<file path="src/rtl/if_fetch_unit_if.sv">
// Instruction-memory read channel: req/ready address handshake plus rvalid data return.
interface if_fetch_unit_if;
  logic        imem_req;
  logic [31:0] imem_addr;
  logic        imem_ready;
  logic        imem_rvalid;
  logic [31:0] imem_rdata;

  modport master (
    output imem_req, imem_addr,
    input  imem_ready, imem_rvalid, imem_rdata
  );

  modport slave (
    input  imem_req, imem_addr,
    output imem_ready, imem_rvalid, imem_rdata
  );
endinterface

</file>
<file path="src/rtl/if_fetch_unit.sv">
// Instruction-fetch stage: owns the PC, issues single-outstanding word reads and queues returns for IF/ID.
// Optional FETCH_PERF_EN adds perf_fetched / perf_bubbles counters.
module if_fetch_unit #(
  parameter int unsigned DEPTH    = 2,
  parameter logic [31:0] RESET_PC = 32'h0000_0000,
  parameter logic [31:0] NOP_INST = 32'h0000_0013
) (
  input  logic              clk,
  input  logic              rst,
  input  logic              stall,
  input  logic              redirect,
  input  logic [31:0]       redirect_pc,
  if_fetch_unit_if.master   imem,
  output logic [31:0]       inst_out,
  output logic [31:0]       pc_out,
  output logic              valid_out
`ifdef FETCH_PERF_EN
  ,
  output logic [31:0]       perf_fetched,
  output logic [31:0]       perf_bubbles
`endif
);

  localparam int unsigned AW       = (DEPTH > 1) ? $clog2(DEPTH) : 1;
  localparam logic [AW:0] CNT_FULL = (AW + 1)'(DEPTH);

  typedef enum logic [1:0] {S_IDLE, S_WAIT, S_DROP} state_t;

  state_t        r_state;
  state_t        w_state_nxt;
  logic [31:0]   r_fetch_pc;
  logic [31:0]   r_req_pc;
  logic [31:0]   r_q_inst [DEPTH];
  logic [31:0]   r_q_pc   [DEPTH];
  logic [AW-1:0] r_wptr;
  logic [AW-1:0] r_rptr;
  logic [AW:0]   r_count;
  logic          w_accept;
  logic          w_push;
  logic          w_pop;
  logic          w_valid;

  // Only IDLE can request, so outstanding is zero there and the credit test reduces to occupancy.
  always_comb begin
    imem.imem_req  = rst && (r_state == S_IDLE) && (r_count < CNT_FULL);
    imem.imem_addr = r_fetch_pc;
  end

  assign w_accept = imem.imem_req & imem.imem_ready;
  assign w_push   = (r_state == S_WAIT) & imem.imem_rvalid & ~redirect;
  assign w_pop    = w_valid & ~stall & ~redirect;

  // A redirect turns any read that would still be in flight after this edge into a drop.
  always_comb begin
    w_state_nxt = r_state;
    unique case (r_state)
      S_IDLE:         if (w_accept) w_state_nxt = S_WAIT;
      S_WAIT, S_DROP: if (imem.imem_rvalid) w_state_nxt = S_IDLE;
      default:        w_state_nxt = S_IDLE;
    endcase
    if (redirect && (w_state_nxt == S_WAIT)) w_state_nxt = S_DROP;
  end

  always_ff @(posedge clk or negedge rst) begin
    if (!rst) r_state <= S_IDLE;
    else      r_state <= w_state_nxt;
  end

  always_ff @(posedge clk or negedge rst) begin
    if (!rst) begin
      r_fetch_pc <= RESET_PC;
      r_req_pc   <= RESET_PC;
      r_wptr     <= '0;
      r_rptr     <= '0;
      r_count    <= '0;
    end else begin
      if (w_accept) r_req_pc <= r_fetch_pc;
      if (redirect)      r_fetch_pc <= redirect_pc & 32'hFFFF_FFFC;
      else if (w_accept) r_fetch_pc <= r_fetch_pc + 32'd4;
      if (redirect) begin
        r_wptr  <= '0;
        r_rptr  <= '0;
        r_count <= '0;
      end else begin
        if (w_push) r_wptr <= r_wptr + AW'(1);
        if (w_pop)  r_rptr <= r_rptr + AW'(1);
        case ({w_push, w_pop})
          2'b10:   r_count <= r_count + (AW + 1)'(1);
          2'b01:   r_count <= r_count - (AW + 1)'(1);
          default: r_count <= r_count;
        endcase
      end
    end
  end

  always_ff @(posedge clk) begin
    if (w_push) begin
      r_q_inst[r_wptr] <= imem.imem_rdata;
      r_q_pc[r_wptr]   <= r_req_pc;
    end
  end

  always_comb begin
    w_valid   = (r_count != '0);
    valid_out = w_valid;
    inst_out  = w_valid ? r_q_inst[r_rptr] : NOP_INST;
    pc_out    = w_valid ? r_q_pc[r_rptr]   : '0;
  end

`ifdef FETCH_PERF_EN
  always_ff @(posedge clk or negedge rst) begin
    if (!rst) begin
      perf_fetched <= '0;
      perf_bubbles <= '0;
    end else begin
      if (w_push)             perf_fetched <= perf_fetched + 32'd1;
      if (!w_valid && !stall) perf_bubbles <= perf_bubbles + 32'd1;
    end
  end
`endif

  a_no_push_when_full: assert property (@(posedge clk) disable iff (!rst)
    !(w_push && (r_count == CNT_FULL)));

endmodule
</file>
<file path="src/flat_wrapper.sv">
// flat-port wrapper written by rule: the top's interface ports become plain ports
module if_fetch_unit_flat 
#(
  parameter int unsigned DEPTH    = 2,
  parameter logic [31:0] RESET_PC = 32'h0000_0000,
  parameter logic [31:0] NOP_INST = 32'h0000_0013
)
  (clk, rst, stall, redirect, redirect_pc, inst_out, pc_out, valid_out, imem_imem_req, imem_imem_addr, imem_imem_ready, imem_imem_rvalid, imem_imem_rdata);
  if_fetch_unit_if imem_i ();
  input  logic clk;
  input  logic rst;
  input  logic stall;
  input  logic redirect;
  input  logic [31:0] redirect_pc;
  output logic [31:0] inst_out;
  output logic [31:0] pc_out;
  output logic valid_out;
  output wire logic [$bits(imem_i.imem_req)-1:0] imem_imem_req;
  output wire logic [$bits(imem_i.imem_addr)-1:0] imem_imem_addr;
  input wire logic [$bits(imem_i.imem_ready)-1:0] imem_imem_ready;
  input wire logic [$bits(imem_i.imem_rvalid)-1:0] imem_imem_rvalid;
  input wire logic [$bits(imem_i.imem_rdata)-1:0] imem_imem_rdata;
  assign imem_imem_req = imem_i.imem_req;
  assign imem_imem_addr = imem_i.imem_addr;
  assign imem_i.imem_ready = imem_imem_ready;
  assign imem_i.imem_rvalid = imem_imem_rvalid;
  assign imem_i.imem_rdata = imem_imem_rdata;
  if_fetch_unit #(.DEPTH(DEPTH), .RESET_PC(RESET_PC), .NOP_INST(NOP_INST)) u_core (.clk(clk), .rst(rst), .stall(stall), .redirect(redirect), .redirect_pc(redirect_pc), .imem(imem_i), .inst_out(inst_out), .pc_out(pc_out), .valid_out(valid_out));
endmodule
</file>
<file path="config.mk">
export PLATFORM = sky130hd
export DESIGN_NAME = if_fetch_unit_flat
export DESIGN_NICKNAME = d
export VERILOG_FILES = /design/src/rtl/if_fetch_unit_if.sv /design/src/rtl/if_fetch_unit.sv /design/src/flat_wrapper.sv
export SDC_FILE = /design/constraint.sdc
export NUM_CORES = 1
export LEC_CHECK = 0
export ABC_AREA = 1
export ABC_CLOCK_PERIOD_IN_PS = 3800
export CORE_MARGIN = 1
export CORE_UTILIZATION = 35
export CTS_BUF_LIST = sky130_fd_sc_hd__clkbuf_8
export DETAILED_ROUTE_END_ITERATION = 16
export SLEW_MARGIN = 40
export SYNTH_ARGS = -nofsm -noshare
export SYNTH_HDL_FRONTEND = slang
export SYNTH_SLANG_ARGS = --single-unit
</file>
<file path="constraint.sdc">
create_clock -name clk -period 3.8 [get_ports clk]
set_input_delay 0.57 -clock clk [delete_from_list [all_inputs] [get_ports clk]]
set_output_delay 0.57 -clock clk [all_outputs]
set_load 0.02 [all_outputs]
</file>
# Word-level counts from Yosys, hierarchy flattened
# Memory sizes are Yosys's and may differ from the RTL's.
# Cells that the tools add are included.
[totals] reg_bits=70 ram_bits=128 inputBits=70 out_inout_bits=98 word_cells=52 mem_count=2
[memory_table] name="u_core.r_q_inst" words=2 width=32 rd=1 rd_ports_with_merged_regs=0 wr=1 line_no="if_fetch_unit.sv:33" rtl="logic [31:0] r_q_inst [DEPTH];"
[memory_table] name="u_core.r_q_pc" words=2 width=32 rd=1 rd_ports_with_merged_regs=0 wr=1 line_no="if_fetch_unit.sv:34" rtl="logic [31:0] r_q_pc [DEPTH];"
[op_classes] add_sub_neg=5 order_cmp=1 eq_ne=5 n_mux=16 bitwise_logic=7 reduce_logical=10
[ops] operator="32-bit two-way mux" count=4
[ops] operator="32-bit by 3-bit adder with 32-bit output (second input constant)" count=1
[ops] operator="2-bit two-way mux" count=4
[ops] operator="2-bit one-hot mux with 2 select lines" count=2
[ops] operator="2-bit nonzero test" count=4
[ops] operator="2-bit by 1-bit == test with 1-bit output (second input constant)" count=3
[ops] operator="1-bit two-way mux" count=6
[ops] operator="1-bit bitwise AND" count=5
[ops] operator="2-bit == test (second input constant)" count=2
[ops] operator="1-bit logical AND" count=3
[ops] operator="3-bit nonzero test" count=1
[ops] operator="1-bit adder (second input constant)" count=2
[ops] operator="2-bit by 1-bit adder with 2-bit output (second input constant)" count=1
[ops] operator="2-bit logical NOT" count=1
[ops] operator="2-bit < comparator (second input constant)" count=1
[ops] operator="1-bit inverter" count=2
[ops] operator="2-bit OR reduction" count=1
[ops] operator="2-bit by 1-bit subtractor with 2-bit output (second input constant)" count=1

# Logic depth before layout (Yosys ltp)
[depth] depth_word=9 mapped_depth=11 depth_no_buf=11

# Worst setup path before layout
# Ideal clock, no wire load.
[synth_path] path_kind="input to register" start="input redirect" end="memory u_core.r_q_inst[0][0], enable pin" setup_ps=483 arrival_time_ps=3565 required_ps=3317 path_slack_ps=-248 path_stages=4 path_buffers=1 cell_sequence="buf_2 -> inv_1 -> nand2_1 -> nor2_1"
[synth_via] elab_chain_len=4
[synth_lines] item="start, declared" line_no="flat_wrapper.sv:13" rtl="input logic redirect;"
[synth_lines] item="1-bit inverter" line_no="if_fetch_unit.sv:50" rtl="assign w_push = (r_state == S_WAIT) & imem.imem_rvalid & ~redirect;"
[synth_lines] item="1-bit bitwise AND" line_no="if_fetch_unit.sv:50"
[synth_lines] item="1-bit two-way mux" line_no="if_fetch_unit.sv:97" rtl="if (w_push) begin"
[synth_lines] item="1-bit two-way mux (not written as such)" line_no="if_fetch_unit.sv:98" rtl="r_q_inst[r_wptr] <= imem.imem_rdata;"
[synth_lines] item="end, declared" line_no="if_fetch_unit.sv:33"
# No other way between the ends.

# Worst setup path in the final report
[layout_path] start="register u_core.r_rptr" end="output pc_out[16]"
[layout_via] elab_chain_len=2
[layout_lines] item="start, declared" line_no="if_fetch_unit.sv:36" rtl="logic [AW-1:0] r_rptr;"
[layout_lines] item="start signal, assigned" line_no="if_fetch_unit.sv:86" rtl="if (w_pop) r_rptr <= r_rptr + AW'(1);"
[layout_lines] item="memory read 2 x 32 bit"
[layout_lines] item="32-bit two-way mux" line_no="if_fetch_unit.sv:107" rtl="pc_out = w_valid ? r_q_pc[r_rptr] : '0;"
[layout_lines] item="end, declared" line_no="flat_wrapper.sv:16" rtl="output logic [31:0] pc_out;"
# No other way between the ends.

==> metrics.txt <==
Sinks on Clock Net=190; worst vdd ir=around 0.00021 V; root buffer cell=clkbuf_8; Final setup viols=0; crit-path max cell delay=about 650 ps; Worst R2R Path Depth=8; total power=approximately 6.7 mW; Seq cells post-synth=190; combinational share of power=0.373; asr flop ratio synth=0.347; gr ovfl total=0; Routability Congestion=0.836; Worst slew margin=0.536; die span in x=156 µm; fin nets=about 1.1k; fin util=0.467; critical path depth=5; Cells after Synth=between 800 and 900; hpwl dp=approximately 13000 µm; Final min period=between 3000 and 4000 ps; I/O pins=between 150 and 200; Post-synth top cells=306 x nand2_1, 124 x edfxtp_1, 66 x dfrtp_1; Setup Fix Bufs, Post-CTS=0; Layout area overhead=29.0%; Synth Warn #=0; Synth Cell Area=a little over 8000 µm²; critical path arrival=approximately 2500 ps; initial antenna violation count=0; Syn Area/Cell=9.81 µm²; routed len/inst=approximately 14 µm; CP delay by family, top=buffers and inverters; Setup WS post-layout=roughly 700 ps; Layout Cells excl Fill=approximately 1.3k; Critical R2R Launch=u_core.r_state[0]; clock network power share=0.209; Antenna diodes=0; CP Max Fanout=35; Filler Cell Count=about 2.2k; Area contributors post-synth=edfxtp_1 45%, dfrtp_1 20%, nand2_1 14%; Resized cells post-CTS=0; Core Area=22900 µm²; Initial Utilization=0.362; area leader, netlist=edfxtp_1; pwr/cell area=approximately 630 nW/µm²; DRT iter0 DRCs=between 200 and 300; Cell Rows=55; share of post-route cells with drive strength above 1=0.0652; TritonCTS clock tree=yes; vias=~6.1k; Hold Path Class=primary input to asynchronous set/reset pin; Slew Limit Fails=0; DRC=0; CP Data Required Time=between 3000 and 4000 ps; Detail Route Antenna Nets=0; drt pass-1 iters=4; EDFF count, synth=124; global-route wire length before repair=about 30000 µm; Main synth FF type=edfxtp_1; maxcap violations=0; Hold-fix buffers, CTS=0; register area share after synthesis=0.648; reg2reg end=u_core.imem.imem_addr[8]; Total Wirelength=a little under 20000 µm; Synth top area share=0.449; crit path from=u_core.r_rptr; vias in the first global route=5856; Via-to-Cell Ratio=between 4 and 5; die area=24300 µm²; worst setup path endpoint=pc_out[16]; Reg clk slew, reported paths=~100 ps; Clock Skew=14.4 ps; critical path's slowest cell=clkdlybuf4s50_1; crit-path cells=inv_2 -> buf_12 -> nand2_1 -> a21oi_1 -> clkdlybuf4s50_1; Final TNS setup=0 ps; Vert. Die Dim=approximately 160 µm; worst path bufs/invs=3; pre-CTS WS=between 1000 and 1500 ps; kind of critical path=flop to primary output; Leak=just over 4 nW; CP Capture Type=primary output; status=complete, no violations; Worst Setup Start Kind=flop; fmax=323 MHz; CTS buffer count=17; placed insts=between 1k and 1.5k; Int Power=between 4 and 5 mW; largest net degree at the start of global routing=67; final-report hold violation count=0; switching share of power=0.368; clk_lat worst skew=460 ps; CTS H-tree depth=4; Port Buffers=about 160; slew at the pin closest to its max-slew limit=697 ps; All-Layer GR Usage=0.166; switching pwr=between 2 and 2.5 mW; Longest Clk Path Bufs=2; r2r setup slk=1490 ps; unrepaired setup endpoints after global routing=false; Tcrit/Tclk final=0.814; top-count cell post-synth=nand2_1; post-synth cell types=28; Reg power frac=0.418
-- routing by layer --
metal  routed length (µm)  share of wire  global-route usage  vias to the layer above
li1                     -              -                   -                     3098
met5                    0              0                   0                        -
met1                 9070           0.47               0.223                     2832
met4                  227          0.012              0.0467                        0
met3                  962          0.050              0.0369                       16
met2                 8970           0.47               0.268                      155
-- worst min-delay path by stage --
stage / from / to / slack [ps] / cells after the start
CTS: rst / u_core.imem.imem_addr[2] / 230 / 2
global placement: u_core.r_req_pc[15] / u_core.r_q_pc[0][15] / 450 / 0
floorplan: rst / u_core.imem.imem_addr[10] / 270 / 0
global route: rst / u_core.r_req_pc[2] / 240 / 2
finish: rst / u_core.imem.imem_addr[2] / 230 / 2
detailed placement: u_core.r_req_pc[25] / u_core.r_q_pc[0][25] / 450 / 0
-- layout make-up --
class	count	area, µm²	area share
Clock buffer	18	248	0.0232
Clock inverter	14	180	0.0169
Inverter	63	236	0.0221
Multi-Input combinational cell	558	2530	0.237
Sequential cell	190	5380	0.503
Tap cell	313	392	0.0366
Timing Repair Buffer	170	1730	0.162
-- power by group through the flow --
stage	clock network [mW]	registers, mW	logic [mW]
6_report	1.41	2.81	2.51
5_1_grt	1.54	2.85	2.76
4_1_cts	1.45	2.81	2.56
3_5_place_dp	0	2.85	2.55
3_3_place_gp	0	2.84	2.52
2_1_floorplan	0	2.84	1.32
-- through the flow --
step,instance area [µm²],hold slack (ps)
floorplan,8310,274
global placement,10300,451
detailed placement,10300,453
CTS,10700,234
global route,10700,238
finish,10700,233
-- flip-flops by register name, summed over array words and instances, names as in the netlist --
signal and count:
u_core.r_q_inst 64, u_core.r_q_pc 60, u_core.imem.imem_addr 30, u_core.r_req_pc 30, u_core.r_count 2, u_core.r_state 2
u_core.r_rptr 1, u_core.r_wptr 1
-- cells by family (layout without fill, tap and decap cells) --
logic type               after synthesis  after routing  synth area share
AO/OA/AOI/OAI                        123            123            0.0774
XOR/XNOR                               3              3           0.00317
other                                  1              4          0.000452
flip-flops                           190            190             0.648
adder cells (fa/ha/maj)                4              4           0.00604
buffers and inverters                100            265            0.0501
AND/OR/NAND/NOR                      424            424             0.214
-- placed cells by master (no fill, tap or decap), types with 6 or more instances in the layout --
cell / instances
o211ai_1: 7
o21ai_0: 50
a21oi_1: 61
clkdlybuf4s50_1: 160
edfxtp_1: 124
inv_1: 61
nor2_4: 11
clkbuf_8: 18
nand3_1: 54
dfrtp_1: 65
nand2_1: 306
nor2_2: 6
nor2_1: 35
(Power assumes the default switching activity.)
